$ cat config.mk
export PLATFORM = sky130hd
export DESIGN_NAME = riscv_lsu_gen
export DESIGN_NICKNAME = d
export VERILOG_FILES = /design/src/rtl/riscv_lsu_gen.sv
export SDC_FILE = /design/constraint.sdc
export NUM_CORES = 1
export LEC_CHECK = 0
export ABC_AREA = 1
export BUFFER_PORTS_ARGS = -buffer_cell sky130_fd_sc_hd__buf_2
export CORE_AREA = 3 3 125 157
export CTS_BUF_LIST = sky130_fd_sc_hd__clkbuf_4 sky130_fd_sc_hd__clkbuf_8
export DETAILED_ROUTE_END_ITERATION = 10
export DIE_AREA = 0 0 128 160
export GPL_ROUTABILITY_DRIVEN = 0
export GPL_TIMING_DRIVEN = 0
export PLACE_DENSITY = 0.55
export SLEW_MARGIN = 20
export SYNTH_ARGS = -nofsm -noshare
export SYNTH_HDL_FRONTEND = slang
export SYNTH_SLANG_ARGS = --single-unit
$ cat constraint.sdc
create_clock -name clk_i -period 5.6 [get_ports clk_i]
set_clock_uncertainty 0.1 [all_clocks]
set_input_delay 1.68 -clock clk_i [delete_from_list [all_inputs] [get_ports clk_i]]
set_output_delay 1.68 -clock clk_i [all_outputs]
set_load 0.02 [all_outputs]
$ cat src/rtl/riscv_lsu_gen.sv
// RISC-V load/store unit: checks size/alignment, issues one beat-aligned memory
// access per request, and returns extended load data after completion.
module riscv_lsu_gen #(
  parameter int XLEN = 32,
  parameter int AW   = 32
) (
  input  logic              clk_i,
  input  logic              rst_i,
  input  logic              core_req_i,
  input  logic              core_we_i,
  input  logic [2:0]        core_size_i,
  input  logic [AW-1:0]     core_addr_i,
  input  logic [XLEN-1:0]   core_wd_i,
  output logic [XLEN-1:0]   core_rd_o,
  output logic              core_stall_o,
  output logic              lsu_err_o,
  output logic              mem_req_o,
  output logic              mem_we_o,
  output logic [XLEN/8-1:0] mem_be_o,
  output logic [AW-1:0]     mem_addr_o,
  output logic [XLEN-1:0]   mem_wd_o,
  input  logic [XLEN-1:0]   mem_rd_i,
  input  logic              mem_ready_i,
  output logic [1:0]        dbg_state_o
);

  localparam int NB = XLEN / 8;
  localparam int OW = $clog2(NB);

  typedef enum logic [1:0] {
    S_IDLE = 2'd0,
    S_BUSY = 2'd1,
    S_DONE = 2'd2
  } state_t;

  state_t r_state;
  state_t w_next;

  logic              r_we;
  logic [2:0]        r_size;
  logic [AW-1:0]     r_addr;
  logic [XLEN-1:0]   r_wd;
  logic              r_err;
  logic [XLEN-1:0]   r_rd;

  logic              w_size_ok;
  logic              w_aligned;
  logic              w_accept;
  logic [OW-1:0]     w_off;
  logic [3:0]        w_bytes;
  logic [6:0]        w_nbits;
  logic [NB-1:0]     w_be;
  logic [XLEN-1:0]   w_wd;
  logic [XLEN-1:0]   w_shift;
  logic              w_ext;
  logic [XLEN-1:0]   w_ld;

  // Request legality is judged on the live core inputs, only while IDLE.
  always_comb begin
    w_size_ok = 1'b1;
    case (core_size_i)
      3'd3, 3'd6: w_size_ok = (XLEN == 64);
      3'd7:       w_size_ok = 1'b0;
      default:    w_size_ok = 1'b1;
    endcase
    w_aligned = 1'b1;
    case (core_size_i[1:0])
      2'd0:    w_aligned = 1'b1;
      2'd1:    w_aligned = (core_addr_i[0] == 1'b0);
      2'd2:    w_aligned = (core_addr_i[1:0] == 2'b00);
      default: w_aligned = (core_addr_i[2:0] == 3'b000);
    endcase
    w_accept = w_size_ok && w_aligned;
  end

  always_ff @(posedge clk_i or negedge rst_i) begin
    if (!rst_i) r_state <= S_IDLE;
    else        r_state <= w_next;
  end

  always_comb begin
    w_next = r_state;
    case (r_state)
      S_IDLE: if (core_req_i) w_next = w_accept ? S_BUSY : S_DONE;
      S_BUSY: if (mem_ready_i) w_next = S_DONE;
      S_DONE: w_next = S_IDLE;
      default: w_next = S_IDLE;
    endcase
  end

  always_comb begin
    mem_req_o    = (r_state == S_BUSY);
    mem_we_o     = (r_state == S_BUSY) && r_we;
    mem_be_o     = (r_state == S_BUSY) ? w_be : '0;
    core_stall_o = core_req_i && (r_state != S_DONE);
    lsu_err_o    = (r_state == S_DONE) && r_err;
    dbg_state_o  = r_state;
  end

  always_ff @(posedge clk_i or negedge rst_i) begin
    if (!rst_i) begin
      r_we   <= 1'b0;
      r_size <= 3'd0;
      r_addr <= '0;
      r_wd   <= '0;
      r_err  <= 1'b0;
      r_rd   <= '0;
    end else begin
      if (r_state == S_IDLE && core_req_i) begin
        r_err <= !w_accept;
        if (w_accept) begin
          r_we   <= core_we_i;
          r_size <= core_size_i;
          r_addr <= core_addr_i;
          r_wd   <= core_wd_i;
        end
      end
      if (r_state == S_BUSY && mem_ready_i && !r_we) r_rd <= w_ld;
    end
  end

  assign w_off   = r_addr[OW-1:0];
  assign w_bytes = 4'd1 << r_size[1:0];
  assign w_nbits = 7'd8 << r_size[1:0];

  // Byte enables cover [off, off+bytes); alignment guarantees no wrap.
  always_comb begin
    w_be = '0;
    for (int i = 0; i < NB; i++)
      w_be[i] = (i >= int'(w_off)) && (i < int'(w_off) + int'(w_bytes));
  end

  always_comb begin
    w_wd = '0;
    for (int i = 0; i < NB; i++)
      w_wd[8*i +: 8] = r_wd[8*(i & (int'(w_bytes) - 1)) +: 8];
  end

  assign w_shift = mem_rd_i >> {w_off, 3'b000};

  // Sizes 4..6 (bit 2 set) are the unsigned loads.
  always_comb begin
    case (r_size[1:0])
      2'd0:    w_ext = w_shift[7];
      2'd1:    w_ext = w_shift[15];
      default: w_ext = w_shift[31];
    endcase
    w_ext = w_ext && !r_size[2];
    w_ld  = '0;
    for (int i = 0; i < XLEN; i++)
      w_ld[i] = (i < int'(w_nbits)) ? w_shift[i] : w_ext;
  end

  assign core_rd_o  = r_rd;
  assign mem_addr_o = {r_addr[AW-1:OW], {OW{1'b0}}};
  assign mem_wd_o   = w_wd;

endmodule

==> impl_metrics.py, run 1 <==
metrics = {
    "power": {
        "p_clk_share_pct": 12.5,
        "swShare_pct": 48.9,
        "ir_drop_mv": 0.239,
        "p_sw_mw": 1.90,
        "p_int_mw": 1.98,
        "p_leak_nw": 3.93,
        "seqPwrFrac_pct": 31.1,
        "powerDensity_mw_per_mm2": 553,
        "pwr-share-comb_pct": 56.4,
    },
    "critical_path": {
        "arrival_ps": 3100,
        "r2r_slack_ps": 3030,
        "critPathMaxFanout": 11,
        "endpoint_kind": "output port",
        "cp-start-kind": "register",
        "worstPathCellList": "buf_2 -> nor2_4 -> clkbuf_1 -> ha_1 -> clkbuf_1 -> o21ai_0 -> buf_2",
        "r2r_end": "core_rd_o[14]$_DFFE_PN0P_",
        "critPathKind": "reg2out",
        "slowest_delay_ps": 580,
        "slowest_stage": "clkbuf_1",
        "required_ps": 3820,
        "r2r_cells": 9,
        "timing.rr.start": "r_size[1]$_DFFE_PN0P_",
    },
    "grt": {
        "antenna_found_initial": 2,
        "grt_pass1_vias": 5404,
        "grt_max_degree": 59,
        "grt_pass1_wl_um": 28900,
        "overflow": 0,
        "grt_util_all_layers_pct": 18.0,
    },
    "min_path": {
        "hp-class": "reg2reg",
        "min_from": "r_wd[8]$_DFFE_PN0P_",
        "hold_end": "r_wd[8]$_DFFE_PN0P_",
        "whs_path_depth": 2,
    },
    "synth": {
        "synth.ff_latch_count": 103,
        "synthMostInstantiatedCell": "nand2_1",
        "yosysTopAreaCell": "dfrtp_1",
        "synth_top_area_share_pct": 47.1,
        "syn_area_mm2": 0.00547,
        "yosysWarnings": 0,
        "async_flop_share_pct": 100,
        "syn_inst": 722,
        "synth_top_flop_cell": "dfrtp_1",
        "synth_common_cells": "nand2_1 (266), dfrtp_1 (103), nor2_1 (60)",
        "synth.area.top_cells": "dfrtp_1 (47%), nand2_1 (18%), buf_4 (5.8%), a21oi_1 (4.6%), o21ai_0 (4.3%)",
        "yosysUniqueCellTypes": 29,
        "synth_edf_count": 0,
        "syn_avg_cell_area_um2": 7.57,
        "yosysSeqAreaShare_pct": 47.1,
    },
    "floorplan": {
        "num_io_pins": 210,
        "start_util_pct": 30.1,
        "die_w_um": 128,
        "die_h_um": 160,
        "rows": 55,
        "dieArea_mm2": 0.0205,
        "core-area_mm2": 0.0182,
    },
    "place": {
        "io_buffers": 207,
        "place_hpwl_um": 14000,
    },
    "clocking": {
        "clock_sinks": 103,
        "cts_resized": 0,
        "ctsHoldBuffers": 0,
        "cts-root-buf": "clkbuf_8",
        "path_clk_slew_ps": 120,
        "clk_latency_ps": 390,
        "postCtsSetupRepairBufs": 0,
        "cts_buffer_depth": 2,
        "cts_buffers": 9,
        "cts_max_level": 3,
        "cts_tree": "done",
    },
    "timing": {
        "slew_headroom_pct": 52.4,
        "post-route-period-util_pct": 87.1,
        "fin_crit_ps": 4880,
        "fin_setup_tns_ps": 0,
        "rsz0062_at_grt": "false",
        "setup_viol": 0,
        "worst_pin_slew_ps": 714,
        "fmax_ghz": 0.205,
        "hold_slack_ps": 389,
        "final_hold_viol_count": 0,
        "maxSlewViolCount": 0,
    },
    "detailed_routing": {
        "first_iter_violations": 311,
        "wirelength_um": 18500,
        "drt_pass1_iterations": 5,
        "ant_nets": 0,
        "viasPerCell": 4.68,
        "num_vias": 5500,
        "drc": 0,
        "wire_per_inst_um": 15.8,
    },
    "finish": {
        "fillCellCount": 2013,
        "multi_input_area_mm2": 0.00222,
        "ff_latch_area_mm2": 0.00258,
        "drive_gt1_share_pct": 32.9,
        "area_delta_synth_final_pct": 28.4,
        "fin_util_pct": 38.6,
        "nets": 1050,
    },
    "run": {
        "cap_violations": 0,
    },
    "outcome": {
        "outcome": "finished, final reports clean",
    },
}
## layout by cell type (no fill, tap or decap), types with 13 or more instances in the layout
master    netlist  final
nand3_1        33     33
dfrtp_1       103    103
clkbuf_1       13     13
nand2_1       266    266
a21oi_1        50     50
inv_1          36     36
buf_2          21    227
nor2_1         60     60
buf_4          42     42
o21ai_0        47     47
## cell type report
class / instances / share of cell area, %
Sequential cell: 103 / 36.7
Multi-Input combinational cell: 499 / 31.6
Timing Repair Buffer: 208 / 15.2
Buffer: 80 / 7.33
Tap cell: 228 / 4.06
Inverter: 41 / 2.26
Clock buffer: 10 / 1.87
Clock inverter: 6 / 0.820
Antenna cell: 1 / 0.0357
## power groups by stage
| stage | clock, mW | sequential (mW) | combinational (mW) |
|---|---|---|---|
| CTS | 0.503 | 1.21 | 2.22 |
| global placement | 0 | 1.22 | 2.19 |
| global route | 0.532 | 1.25 | 2.42 |
| finish | 0.485 | 1.21 | 2.19 |
| detailed placement | 0 | 1.22 | 2.21 |
| floorplan | 0 | 1.33 | 1.33 |
## layer usage
metal / vias up / part of all wire (%) / track usage (%)
li1: 2681 / - / -
met1: 2553 / 40 / 22.0
met5: - / 0.070 / 0
met3: 27 / 9.6 / 5.82
met2: 237 / 49 / 30.1
met4: 2 / 1.6 / 5.21
## how the worst max path moves through the flow
stage / endpoint / from / slack (ps)
4_1_cts: mem_wd_o[23] / r_size[1]$_DFFE_PN0P_ / 610
3_3_place_gp: mem_wd_o[23] / r_size[1]$_DFFE_PN0P_ / 1070
2_1_floorplan: core_stall_o / core_req_i / 1630
5_1_grt: mem_wd_o[23] / r_size[1]$_DFFE_PN0P_ / 470
3_5_place_dp: mem_wd_o[23] / r_size[1]$_DFFE_PN0P_ / 1070
6_report: mem_wd_o[23] / r_size[1]$_DFFE_PN0P_ / 720
## through the flow
step | total power, mW | setup slack [ps] | instances | cell area (um2)
2_1_floorplan | 2.65 | 1630 | 723 | 5470
3_3_place_gp | 3.41 | 1070 | 1158 | 6790
3_5_place_dp | 3.43 | 1070 | 1159 | 6830
4_1_cts | 3.93 | 608 | 1175 | 7020
5_1_grt | 4.20 | 475 | 1175 | 7020
6_report | 3.88 | 722 | 1176 | 7020
## kinds of logic after synthesis
| kind of cell | Yosys count | share of synthesized area [%] |
|---|---|---|
| compound gates | 108 | 10.4 |
| fa+ha+maj | 4 | 0.915 |
| buf+inv | 121 | 12.3 |
| flops | 103 | 47.1 |
| mux | 4 | 0.732 |
| other cells | 1 | 0.0686 |
| simple gates | 381 | 28.4 |
## sequential cells by signal, summed over array words and instances, names as in the netlist
signal	count
dbg_state_o	2
r_wd	32
r_size	3
r_addr	32
core_rd_o	32
r_we	1
r_err	1
## worst max-delay path, delay by kind of cell, from the launching register on
kind,cells,cell delay (ps)
AO/OA/AOI/OAI,1,360
adder cells (fa/ha/maj),1,460
buffers and inverters,4,1290
flip-flops,1,370
AND/OR/NAND/NOR,1,230
No activity file was read; power rests on OpenSTA's default activity.
==> run 2: changes to the inputs <==
Settings changed: ABC_AREA 1 to default, CORE_AREA 3 3 125 157 to 3 3 128 161, DIE_AREA 0 0 128 160 to 0 0 131 164, PLACE_DENSITY 0.55 to 0.54.
==> run 2 against run 1 <==
Wire length is 6.7% lower; critical endpoint is now mem_wd_o[17]; total power shrank 3.1%; largest power group unchanged; highest routed layer unchanged; register-to-register slack worse by 580 ps; setup slack better by 69 ps; critical path depth increased by 1; sequential share of layout area is 1.5 points lower; die area is 4.9% higher; design area increased by 4.1%.
==> impl_metrics.py, run 2 <==
metrics = {
    "outcome": {
        "outcome": "finished, final reports clean",
    },
    "finish": {
        "drive_gt1_share_pct": 53.9,
        "area_delta_synth_final_pct": 28.0,
        "layout.cells.most_common": "buf_2",
        "fin_area_mm2": 0.00731,
        "mostFrequentLayoutCells": "buf_2 (222), dfrtp_1 (103), mux2_2 (90), nor2_1 (51), buf_4 (46)",
        "nets": 842,
        "fillCellCount": 2028,
        "fin_util_pct": 37.8,
        "finalNonFillerCells": 1006,
    },
    "clocking": {
        "postCtsSetupRepairBufs": 0,
        "cts_tree": "done",
        "ctsHoldBuffers": 0,
        "clk_latency_ps": 380,
        "path_clk_slew_ps": 100,
        "cts_resized": 0,
        "cts_buffers": 9,
        "cts-root-buf": "clkbuf_8",
        "clock_sinks": 103,
        "cts_max_level": 3,
        "cts_buffer_depth": 2,
    },
    "synth": {
        "synth_edf_count": 0,
        "synth.area.top_cells": "dfrtp_1 (45%), mux2_2 (18%), buf_4 (6.0%), mux2i_1 (5.1%), nor2_1 (3.4%)",
        "synth.ff_latch_count": 103,
        "async_flop_share_pct": 100,
        "synthMostInstantiatedCell": "dfrtp_1",
        "synth_common_cells": "dfrtp_1 (103), mux2_2 (90), nor2_1 (51)",
        "synth_top_flop_cell": "dfrtp_1",
        "yosysWarnings": 0,
        "syn_area_mm2": 0.00571,
        "syn_inst": 514,
        "synth_top_area_share_pct": 45.1,
        "syn_avg_cell_area_um2": 11.1,
        "yosysTopAreaCell": "dfrtp_1",
        "yosysUniqueCellTypes": 48,
        "yosysSeqAreaShare_pct": 45.1,
    },
    "place": {
        "place_hpwl_um": 13300,
        "io_buffers": 207,
        "post-place-ws_ps": 1140,
        "placedCellCount": 988,
        "placement.cell_area_mm2": 0.00712,
    },
    "timing": {
        "slew_headroom_pct": 56.3,
        "setup_viol": 0,
        "final_hold_viol_count": 0,
        "rsz0062_at_grt": "false",
        "fmax_ghz": 0.208,
        "hold_slack_ps": 393,
        "post-route-period-util_pct": 85.9,
        "worst_pin_slew_ps": 656,
        "fin_setup_tns_ps": 0,
        "setup_ws_ps": 791,
        "maxSlewViolCount": 0,
        "fin_crit_ps": 4810,
    },
    "critical_path": {
        "critPathKind": "reg2out",
        "slowest_delay_ps": 500,
        "critPathMaxFanout": 10,
        "endpoint_kind": "output port",
        "required_ps": 3820,
        "slowest_stage": "dfrtp_1",
        "worstPathCellList": "buf_2 -> nand2b_1 -> inv_1 -> ha_1 -> clkbuf_1 -> clkbuf_1 -> mux2_2 -> buf_2",
        "cp-start-kind": "register",
        "arrival_ps": 3030,
    },
    "grt": {
        "antenna_found_initial": 3,
        "overflow": 0,
        "grt_pass1_vias": 4660,
        "grt_pass1_wl_um": 26400,
        "grt_util_all_layers_pct": 16.1,
        "grt_max_degree": 56,
    },
    "run": {
        "cap_violations": 0,
    },
    "power": {
        "report.power.total_mw": 3.76,
        "p_leak_nw": 3.56,
        "ir_drop_mv": 0.341,
        "powerDensity_mw_per_mm2": 514,
    },
    "floorplan": {
        "die_w_um": 131,
        "die_h_um": 164,
        "num_io_pins": 210,
        "core-area_mm2": 0.0193,
        "dieArea_mm2": 0.0215,
        "rows": 57,
        "start_util_pct": 29.5,
    },
    "detailed_routing": {
        "viasPerCell": 4.58,
        "wire_per_inst_um": 17.2,
        "num_vias": 4610,
        "first_iter_violations": 181,
        "ant_nets": 0,
        "wirelength_um": 17300,
        "drc": 0,
        "drt_pass1_iterations": 4,
    },
    "min_path": {
        "hp-class": "reg2reg",
    },
}
[run 2: cell types whose count changed after synthesis, moves of 23 or more]
cell,before,now
a21oi_1,50,27
mux2i_1,4,29
nand3_1,33,1
o21ai_0,47,17
mux2_2,0,90
inv_1,36,6
nand2_1,266,29
[run 2: final cells by class]
cell class / instances / area [um2] / area share, %
Tap cell: 265 / 332 / 4.54
Clock inverter: 6 / 50.0 / 0.685
Clock buffer: 10 / 138 / 1.88
Timing Repair Buffer: 208 / 1070 / 14.6
Inverter: 6 / 22.5 / 0.308
Antenna cell: 2 / 5.00 / 0.0685
Buffer: 70 / 470 / 6.44
Multi-Input combinational cell: 336 / 2640 / 36.2
Sequential cell: 103 / 2580 / 35.3
[run 2: metal layers]
| layer | vias to the layer above | part of all wire, % | global-route usage, % |
|---|---|---|---|
| met5 | - | 0.075 | 0 |
| met4 | 2 | 2.4 | 5.00 |
| met3 | 21 | 9.1 | 5.17 |
| met2 | 196 | 47 | 25.6 |
| met1 | 2164 | 42 | 20.6 |
| li1 | 2227 | - | - |
[run 2: report_power, final]
part	total, mW	switching, mW	internal (mW)
sequential	1.20	0.179	1.02
clock	0.469	0.289	0.180
combinational	2.09	1.19	0.903
total	3.76	1.66	2.10
[run 2: final timing paths]
kind,cells after the start,slack (ps),startpoint,to
max,8,790,r_size[1]$_DFFE_PN0P_,mem_wd_o[17]
min,2,390,core_rd_o[31]$_DFFE_PN0P_,core_rd_o[31]$_DFFE_PN0P_
max reg2reg,11,2450,r_size[0]$_DFFE_PN0P_,core_rd_o[6]$_DFFE_PN0P_
min reg2reg,2,390,core_rd_o[31]$_DFFE_PN0P_,core_rd_o[31]$_DFFE_PN0P_
max in group asynchronous,2,3610,rst_i,r_wd[12]$_DFFE_PN0P_
min in group asynchronous,1,1120,rst_i,core_rd_o[10]$_DFFE_PN0P_
[run 2: cell families (layout without fill, tap and decap cells)]
kind of cell / Yosys count / count (layout) / share of synthesized area (%)
muxes: 128 / 128 / 25.2
and+or+nand+nor: 112 / 112 / 9.99
DFF: 103 / 103 / 45.1
AOI/OAI and AO/OA: 89 / 89 / 9.95
buffers and inverters: 76 / 300 / 8.63
adders and majority gates: 4 / 4 / 0.876
other: 1 / 4 / 0.0657
xor gates and xnor gates: 1 / 1 / 0.153
[run 2: worst max-delay path, delay by kind of cell, from the launching register on]
kind	cells	cell delay, ps
buf+inv	5	1290
flops	1	500
mux	1	400
fa+ha+maj	1	280
simple gates	1	190
==> run 3: changes to the inputs <==
Settings changed: BUFFER_PORTS_ARGS -buffer_cell sky130_fd_sc_hd__buf_2 to -buffer_cell sky130_fd_sc_hd__buf_4, CORE_AREA 3 3 128 161 to 2 2 139 174, DIE_AREA 0 0 131 164 to 0 0 141 176, PLACE_DENSITY 0.54 to 0.48.
==> run 3 against run 2 <==
Total power up 6.6%; core utilization decreased by 3.7 points; setup slack lost 130 ps; register-to-register slack improved by 70 ps; design area up 7.5%; sequential share of layout area down 2.5 points; combinational power increased by 11%; largest cell class unchanged; highest routed layer is now met4.
==> impl_metrics.py, run 3 (synthesized netlist as in run 2, its figures left out) <==
metrics = {
    "outcome": {
        "outcome": "finished, final reports clean",
    },
    "critical_path": {
        "cp-start-kind": "register",
        "r2r_end": "core_rd_o[0]$_DFFE_PN0P_",
        "cp-endpoint": "mem_wd_o[16]",
        "critPathKind": "reg2out",
        "required_ps": 3820,
        "arrival_ps": 3160,
        "critPathLaunch": "r_size[1]$_DFFE_PN0P_",
        "endpoint_kind": "output port",
        "critPathMaxFanout": 10,
        "r2r_slack_ps": 2520,
        "r2r_cells": 10,
        "timing.rr.start": "r_size[1]$_DFFE_PN0P_",
    },
    "finish": {
        "fin_util_pct": 34.1,
        "drive_gt1_share_pct": 53.9,
        "layout.cells.most_common": "buf_4",
        "mostFrequentLayoutCells": "buf_4 (252), dfrtp_1 (103), mux2_2 (90), nor2_1 (51)",
        "n_antenna_cell": 0,
        "nets": 842,
        "area_delta_synth_final_pct": 37.6,
        "fin_area_mm2": 0.00786,
        "fillCellCount": 2394,
    },
    "clocking": {
        "cts-root-buf": "clkbuf_8",
        "postCtsSetupRepairBufs": 0,
        "cts_buffer_depth": 2,
        "cts_max_level": 3,
        "ctsHoldBuffers": 0,
        "clk_latency_ps": 390,
        "cts_buffers": 9,
        "clock_sinks": 103,
        "cts_resized": 0,
        "cts_tree": "done",
        "path_clk_slew_ps": 110,
    },
    "detailed_routing": {
        "wirelength_um": 18000,
        "drt_pass1_iterations": 4,
        "drc": 0,
        "viasPerCell": 4.51,
        "first_iter_violations": 124,
        "num_vias": 4627,
        "ant_nets": 0,
        "wire_per_inst_um": 17.6,
    },
    "grt": {
        "grt_pass1_vias": 4831,
        "overflow": 0,
        "grt_max_degree": 68,
        "grt_util_all_layers_pct": 14.6,
        "grt_pass1_wl_um": 28100,
        "antenna_found_initial": 0,
    },
    "timing": {
        "fin_setup_tns_ps": 0,
        "maxSlewViolCount": 0,
        "fin_crit_ps": 4940,
        "rsz0062_at_grt": "false",
        "post-route-period-util_pct": 88.3,
        "final_hold_viol_count": 0,
        "fmax_ghz": 0.202,
        "slew_headroom_pct": 50.7,
        "worst_pin_slew_ps": 736,
        "setup_viol": 0,
    },
    "run": {
        "cap_violations": 0,
    },
    "power": {
        "p_int_mw": 2.31,
        "swShare_pct": 42.4,
        "pwr-share-comb_pct": 57.7,
        "p_clk_share_pct": 12.2,
        "powerDensity_mw_per_mm2": 510,
        "p_sw_mw": 1.70,
        "ir_drop_mv": 0.334,
        "seqPwrFrac_pct": 30.1,
        "p_leak_nw": 3.72,
    },
    "place": {
        "placement.cell_area_mm2": 0.00766,
        "place_hpwl_um": 13900,
        "io_buffers": 207,
    },
    "floorplan": {
        "rows": 62,
        "num_io_pins": 210,
        "core-area_mm2": 0.0230,
        "start_util_pct": 24.8,
        "die_h_um": 176,
        "dieArea_mm2": 0.0248,
        "die_w_um": 141,
    },
    "min_path": {
        "hp-class": "reg2reg",
    },
}
[run 3: area by class of cell]
| cell class | instances | area [um2] | share of cell area, % |
|---|---|---|---|
| clock buffer | 10 | 131 | 1.67 |
| sequential | 103 | 2580 | 32.8 |
| inverter | 6 | 22.5 | 0.287 |
| timing repair buffer | 208 | 1590 | 20.2 |
| tap | 288 | 360 | 4.59 |
| multi-input combinational | 336 | 2640 | 33.6 |
| clock inverter | 6 | 67.6 | 0.860 |
| buffer | 70 | 470 | 5.99 |
[run 3: per-stage QoR]
stage	setup WS, ps	std cells	power (mW)	hold WS (ps)
floorplan	1630	515	2.65	373
global placement	1040	1010	3.56	384
detailed placement	1020	1011	3.56	383
CTS	574	1027	4.07	421
global route	419	1027	4.29	427
finish	657	1027	4.01	413
[run 3: power by group through the flow]
stage	Combinational (mW)	Clock [mW]	Sequential, mW
4_1_cts	2.35	0.514	1.21
6_report	2.31	0.490	1.20
2_1_floorplan	1.37	0	1.29
5_1_grt	2.50	0.543	1.25
3_3_place_gp	2.34	0	1.22
3_5_place_dp	2.34	0	1.22
[run 3: worst max-delay path, stage by stage (launching register included)]
cell	delay, ps
dfrtp_1	550
buf_2	330
nand2b_1	210
inv_1	60
ha_1	280
clkbuf_1	300
clkbuf_1	470
mux2_2	410
buf_4	160
[run 3: how the worst min path moves through the flow]
stage                                    from                         to  slack, ps  cells after the start
finish                   r_wd[13]$_DFFE_PN0P_       r_wd[13]$_DFFE_PN0P_        410                      1
global placement    core_rd_o[31]$_DFFE_PN0P_  core_rd_o[31]$_DFFE_PN0P_        380                      2
floorplan                   r_err$_DFFE_PN0P_          r_err$_DFFE_PN0P_        370                      1
global route                r_err$_DFFE_PN0P_          r_err$_DFFE_PN0P_        430                      1
CTS                      r_wd[13]$_DFFE_PN0P_       r_wd[13]$_DFFE_PN0P_        420                      1
detailed placement  core_rd_o[31]$_DFFE_PN0P_  core_rd_o[31]$_DFFE_PN0P_        380                      2
[run 3: routing by layer]
metal	share of wire (%)	global-route usage, %	up-vias
met5	0	0	-
met4	0.54	3.00	0
met3	9.2	5.83	7
met2	48	24.0	164
met1	42	18.1	2240
li1	-	-	2216
